### config.mk
export PLATFORM = sky130hd
export DESIGN_NAME = draw_arbiter
export DESIGN_NICKNAME = d
export VERILOG_FILES = /design/src/rtl/draw_arbiter.sv
export SDC_FILE = /design/constraint.sdc
export NUM_CORES = 1
export LEC_CHECK = 0
export CAP_MARGIN = 0
export CORE_MARGIN = 2
export CORE_UTILIZATION = 43
export DETAILED_ROUTE_END_ITERATION = 8
export GPL_TIMING_DRIVEN = 0
export MAX_ROUTING_LAYER = met4
export PLACE_DENSITY = 0.89
export SYNTH_ARGS = -nofsm -noshare
export SYNTH_HDL_FRONTEND = slang
export SYNTH_SLANG_ARGS = --single-unit
### constraint.sdc
create_clock -name clk_33m -period 3.9 [get_ports clk_33m]
set_clock_uncertainty 0.15 [all_clocks]
set_input_delay 0.585 -clock clk_33m [delete_from_list [all_inputs] [get_ports clk_33m]]
set_output_delay 0.585 -clock clk_33m [all_outputs]
set_load 0.1 [all_outputs]
### src/rtl/draw_arbiter.sv
// Purpose : round-robin arbiter funnelling NUM_REQ pixel streams into one vga write port, one stream per grant, once per frame.
// Latency : accepted pixel appears on write_* one cycle after accept; one idle cycle between consecutive streams.
// Backpres: req_ready is high only for the granted requester in DRAW while rst_screen_33m is low; requesters hold data until accepted.
//
// Ports:
//   clk_33m, rst              clock, asynchronous active-high reset
//   rst_screen_33m            frame-swap level from vga (rising edge = swap event)
//   req_valid/req_last        per-requester valid and end-of-stream marker
//   req_x/req_y/req_palette   packed per-requester pixel data, lane i at [i*W +: W]
//   req_ready                 per-requester accept
//   write_x/y/palette         registered write port, palette 0 = no write
//   frame_count               swap counter (8-bit wrap)
//   busy                      DRAW with a grant held
//   overrun                   one-cycle pulse when a swap aborts an unfinished stream
module draw_arbiter #(
  parameter int NUM_REQ    = 4,
  parameter int COOR_WIDTH = 12,
  parameter int FRAME_W    = 1280,
  parameter int FRAME_H    = 300
) (
  input  logic                          clk_33m,
  input  logic                          rst,
  input  logic                          rst_screen_33m,
  input  logic [NUM_REQ-1:0]            req_valid,
  input  logic [NUM_REQ-1:0]            req_last,
  input  logic [NUM_REQ*COOR_WIDTH-1:0] req_x,
  input  logic [NUM_REQ*COOR_WIDTH-1:0] req_y,
  input  logic [NUM_REQ*2-1:0]          req_palette,
  output logic [NUM_REQ-1:0]            req_ready,
  output logic [COOR_WIDTH-1:0]         write_x,
  output logic [COOR_WIDTH-1:0]         write_y,
  output logic [1:0]                    write_palette,
  output logic [7:0]                    frame_count,
  output logic                          busy,
  output logic                          overrun
);

  localparam int IDX_W = (NUM_REQ > 1) ? $clog2(NUM_REQ) : 1;

  typedef enum logic [1:0] {
    ST_IDLE = 2'd0,
    ST_DRAW = 2'd1,
    ST_DONE = 2'd2
  } state_t;

  state_t                  state_q, state_d;
  logic                    grant_vld_q, grant_vld_d;
  logic [IDX_W-1:0]        grant_idx_q, grant_idx_d;
  logic [NUM_REQ-1:0]      served_q, served_d;
  logic [IDX_W-1:0]        rr_ptr_q, rr_ptr_d;
  logic [COOR_WIDTH-1:0]   write_x_q, write_x_d;
  logic [COOR_WIDTH-1:0]   write_y_q, write_y_d;
  logic [1:0]              write_pal_q, write_pal_d;
  logic [7:0]              frame_count_q, frame_count_d;
  logic                    overrun_q, overrun_d;
  logic                    swap_prev_q, swap_prev_d;

  logic                    swap;
  logic                    grant_active;
  logic                    accept;
  logic [COOR_WIDTH-1:0]   sel_x, sel_y;
  logic [1:0]              sel_pal;
  logic                    sel_valid, sel_last;
  logic                    in_range;
  logic                    pick_found;
  logic [IDX_W-1:0]        pick_idx;
  logic [IDX_W-1:0]        cand_idx;

  // Indices never exceed 2*NUM_REQ-2, so one conditional subtract wraps them.
  function automatic logic [IDX_W-1:0] wrap_idx(input int v);
    int w;
    w = v;
    if (w >= NUM_REQ) w = w - NUM_REQ;
    return IDX_W'(w);
  endfunction

  assign swap         = rst_screen_33m & ~swap_prev_q;
  assign grant_active = (state_q == ST_DRAW) & grant_vld_q & ~rst_screen_33m;

  // Lane mux for the currently granted requester.
  always_comb begin
    sel_x     = '0;
    sel_y     = '0;
    sel_pal   = '0;
    sel_valid = 1'b0;
    sel_last  = 1'b0;
    for (int i = 0; i < NUM_REQ; i++) begin
      if (grant_idx_q == IDX_W'(i)) begin
        sel_x     = req_x[i*COOR_WIDTH +: COOR_WIDTH];
        sel_y     = req_y[i*COOR_WIDTH +: COOR_WIDTH];
        sel_pal   = req_palette[i*2 +: 2];
        sel_valid = req_valid[i];
        sel_last  = req_last[i];
      end
    end
  end

  always_comb begin
    req_ready = '0;
    for (int i = 0; i < NUM_REQ; i++) begin
      req_ready[i] = grant_active & (grant_idx_q == IDX_W'(i));
    end
  end

  assign accept   = grant_active & sel_valid;
  assign in_range = (int'(sel_x) < FRAME_W) && (int'(sel_y) < FRAME_H);

  // Round-robin search from rr_ptr upward; walking backwards lets the
  // nearest candidate overwrite farther ones.
  always_comb begin
    pick_found = 1'b0;
    pick_idx   = rr_ptr_q;
    cand_idx   = '0;
    for (int k = NUM_REQ - 1; k >= 0; k--) begin
      cand_idx = wrap_idx(int'(rr_ptr_q) + k);
      if (req_valid[cand_idx] & ~served_q[cand_idx]) begin
        pick_found = 1'b1;
        pick_idx   = cand_idx;
      end
    end
  end

  always_comb begin
    state_d       = state_q;
    grant_vld_d   = grant_vld_q;
    grant_idx_d   = grant_idx_q;
    served_d      = served_q;
    rr_ptr_d      = rr_ptr_q;
    frame_count_d = frame_count_q;
    overrun_d     = 1'b0;
    swap_prev_d   = rst_screen_33m;
    write_x_d     = write_x_q;
    write_y_d     = write_y_q;
    write_pal_d   = 2'd0;

    if (accept) begin
      write_x_d   = sel_x;
      write_y_d   = sel_y;
      write_pal_d = in_range ? sel_pal : 2'd0;
    end

    if (swap) begin
      // A swap restarts the frame from any state; an open stream is aborted
      // without marking it served, and rr_ptr is left where it was.
      state_d       = ST_DRAW;
      served_d      = '0;
      grant_vld_d   = 1'b0;
      frame_count_d = frame_count_q + 8'd1;
      overrun_d     = (state_q == ST_DRAW) & grant_vld_q;
    end else begin
      case (state_q)
        ST_IDLE: ;
        ST_DRAW: begin
          if (grant_vld_q) begin
            if (accept && sel_last) begin
              served_d[grant_idx_q] = 1'b1;
              grant_vld_d           = 1'b0;
              rr_ptr_d              = wrap_idx(int'(grant_idx_q) + 1);
              if (&served_d) state_d = ST_DONE;
            end
          end else if (pick_found) begin
            // Selection only happens with no grant held, which forces the
            // idle cycle between streams.
            grant_vld_d = 1'b1;
            grant_idx_d = pick_idx;
          end
        end
        ST_DONE: ;
        default: state_d = ST_IDLE;
      endcase
    end
  end

  always_ff @(posedge clk_33m or posedge rst) begin
    if (rst) begin
      state_q       <= ST_IDLE;
      grant_vld_q   <= 1'b0;
      grant_idx_q   <= '0;
      served_q      <= '0;
      rr_ptr_q      <= '0;
      write_x_q     <= '0;
      write_y_q     <= '0;
      write_pal_q   <= 2'd0;
      frame_count_q <= 8'd0;
      overrun_q     <= 1'b0;
      swap_prev_q   <= 1'b0;
    end else begin
      state_q       <= state_d;
      grant_vld_q   <= grant_vld_d;
      grant_idx_q   <= grant_idx_d;
      served_q      <= served_d;
      rr_ptr_q      <= rr_ptr_d;
      write_x_q     <= write_x_d;
      write_y_q     <= write_y_d;
      write_pal_q   <= write_pal_d;
      frame_count_q <= frame_count_d;
      overrun_q     <= overrun_d;
      swap_prev_q   <= swap_prev_d;
    end
  end

  assign write_x       = write_x_q;
  assign write_y       = write_y_q;
  assign write_palette = write_pal_q;
  assign frame_count   = frame_count_q;
  assign overrun       = overrun_q;
  assign busy          = (state_q == ST_DRAW) & grant_vld_q;

endmodule

==> results.sh <==
export IMPL_antenna_cells=0
export IMPL_synth_top_area_share_pct=39.50
export IMPL_synth_area_leader_cell="dfrtp_1"
export IMPL_io_buffers=154
export IMPL_drv_slew=0
export IMPL_dieArea_sq_um=7607
export IMPL_period_share_pct=93.75
export IMPL_status="completed"
export IMPL_initialDrtViolationCount=129
export IMPL_start_util_pct=44.07
export IMPL_relSlewSlack_pct=32.03
export IMPL_cts_clk_slew_worst_paths_ps=90
export IMPL_leakage_nw=1.965
export IMPL_cts_max_level=2
export IMPL_async_flop_share_pct=100.0
export IMPL_netlist_cell_type_count=51
export IMPL_ir_drop_uv=346.2
export IMPL_root_buffer="clkbuf_8"
export IMPL_postCtsSetupRepairBufs=0
export IMPL_clock_latency_ps=300
export IMPL_wire_per_inst_um=18.15
export IMPL_p_total_mw=3.997
export IMPL_cp_end_kind="primary output"
export IMPL_rsz0062_at_grt="false"
export IMPL_synth_edf_count=0
export IMPL_syn_area_sq_um=2978
export IMPL_finalCriticalPeriod_ps=3656
export IMPL_antenna_found_initial=0
export IMPL_reg2reg_setup_slack_ps=1460
export IMPL_drive_gt1_share_pct=6.776
export IMPL_seq_area_frac_synth_pct=39.50
export IMPL_clock_path_buffers=2
export IMPL_powerDensity_nw_per_um2=846.1
export IMPL_synth_top_flop_cell="dfrtp_1"
export IMPL_fin_cells=567
export IMPL_core_sq_um=6756
export IMPL_cts_made_buffers=5
export IMPL_drtPass1Iterations=5
export IMPL_synthesis_nets=444
export IMPL_cts_tree="built"
export IMPL_area_growth_pct=58.66
export IMPL_fin_nets=606
export IMPL_tns_ps=0
export IMPL_ioPinCount=155
export IMPL_crit_start="grant_idx_q[1]"
export IMPL_vias=3314
export IMPL_yosysMostFrequentCell="dfrtp_1"
export IMPL_fp_dieW_um=87.22
export IMPL_ys_ff_latch=47
export IMPL_cp_required_ps=3160
export IMPL_hold_path_class="flop to flop"
export IMPL_die_y_um=87.22
export IMPL_place_congestion=0.8571
export IMPL_worst_path_max_fanout=10
export IMPL_grt_max_degree=33
export IMPL_yosys_top_cells_count="dfrtp_1 (47), nand2_1 (35), o21ai_1 (20)"
export IMPL_cts_sinks=47
export IMPL_yosysWarnings=0
export IMPL_grt_pass1_wl_um=15620
export IMPL_ant_nets=0
export IMPL_synth_area_leaders="dfrtp_1 (39%), nand2_1 (4.4%), nor2b_1 (3.6%), a221oi_1 (3.5%), buf_6 (3.4%)"
export IMPL_crit_arrival_ps=2920
export IMPL_r2r_start="grant_idx_q[1]"
export IMPL_place_inst=559
export IMPL_drc=0
export IMPL_cp_start_kind="flop"
export IMPL_dp_hpwl_um=8119
export IMPL_syn_inst=324
export IMPL_wl_um=10290
export IMPL_grt_use_total_pct=27.19
export IMPL_hold_viol_final=0
export IMPL_criticalPathCategory="flop to primary output"
export IMPL_max_freq_mhz=273.5
export IMPL_vias_per_cell=5.845
export IMPL_maxCapViolCount=0
export IMPL_avgSynthCellArea_sq_um=9.191
export IMPL_hold_ws_ps=322.7
export IMPL_grt_overflow=0
export IMPL_setup_violations=0
export IMPL_postCtsHoldBufs=0
export IMPL_grt_pass1_vias=3273
export IMPL_hold_path_startpoint="frame_count[7]"
export IMPL_tightest_slew_ps=1016
export IMPL_rows=30
[final timing paths]
path	depth (start not counted)	to
min in group asynchronous	2	frame_count[7]
max	7	req_ready[1]
min	1	frame_count[7]
max reg2reg	8	write_palette[1]
min reg2reg	1	frame_count[7]
max in group asynchronous	3	rr_ptr_q[1]
[through the flow]
stage / area [sq um] / util (%) / setup slack [ps]
2_1_floorplan: 2978 / - / 138.0
3_3_place_gp: 4619 / 68.37 / 366.9
3_5_place_dp: 4639 / 68.67 / 329.3
4_1_cts: 4722 / 69.89 / 99.76
5_1_grt: 4725 / 69.93 / 120.7
6_report: 4725 / 69.93 / 243.6
[state kept, by name (all words and copies together), names as in the netlist]
signal         flops
write_palette      2
grant_vld_q        1
swap_prev_q        1
served_q           4
grant_idx_q        2
state_q            2
write_y           12
rr_ptr_q           2
frame_count        8
overrun            1
write_x           12
[report_power, final]
group	total, mW	switching (mW)	internal (mW)
Combinational	2.93	2.00	0.933
Sequential	0.777	0.122	0.655
Clock	0.291	0.168	0.123
[critical path, cell delays in order (launching register included)]
cell and delay, ps:
dfrtp_1 410, inv_1 120, ha_1 180, buf_6 140, clkbuf_1 450, buf_2 310
and2_1 140, dlygate4sd2_1 860
[layer usage]
metal / up-vias / GRT usage (%) / wire (um)
met3: 25 / 4.834 / 683
li1: 1529 / - / -
met5: - / - / 0
met1: 1582 / 33.15 / 4287
met4: 0 / 8.811 / 222
met2: 178 / 45.80 / 5099
[layout make-up]
cell class | count | area [sq um]
buffer | 24 | 163.9
clock buffer | 5 | 68.82
clock inverter | 3 | 15.01
fill | 547 | 2032
inverter | 12 | 45.04
multi-input combinational | 241 | 1593
sequential | 47 | 1176
tap | 80 | 100.1
timing repair buffer | 155 | 1563
[placed cells by master, fill, tap and decap left out, drive strengths merged, types with 2 or more instances in the layout]
master,count
a221o,8
inv,12
nor4,2
a21boi,2
nand4,2
a32o,2
nor3,18
a21oi,18
dfrtp,47
clkinv,3
xor2,2
o2111ai,2
nor2,9
and2,7
clkdlybuf4s50,152
a22oi,9
nand2,35
a221oi,13
ha,5
a22o,3
nand2b,9
clkbuf,15
o22ai,10
nand3b,2
and3b,3
o31ai,6
nand3,3
xnor2,5
nor2b,18
o22a,2
o21ai,26
o221ai,6
a211oi,2
buf,15
o21bai,2
[cell families (layout without fill, tap and decap cells)]
family | Yosys count | after routing | share of synthesized area, %
xor gates and xnor gates | 7 | 7 | 2.059
DFF | 47 | 47 | 39.50
adders and majority gates | 5 | 5 | 2.101
and+or+nand+nor | 110 | 110 | 19.41
muxes | 2 | 2 | 0.8402
buffers and inverters | 36 | 199 | 7.017
AOI/OAI and AO/OA | 117 | 117 | 29.08
[timing repair]
action | CTS | global route
pin swaps | 0 | 0
gates cloned | 0 | 0
endpoints found under the setup margin | 1 | 1
gates resized for setup | 1 | 1
Power figures use the tool's default switching activity.
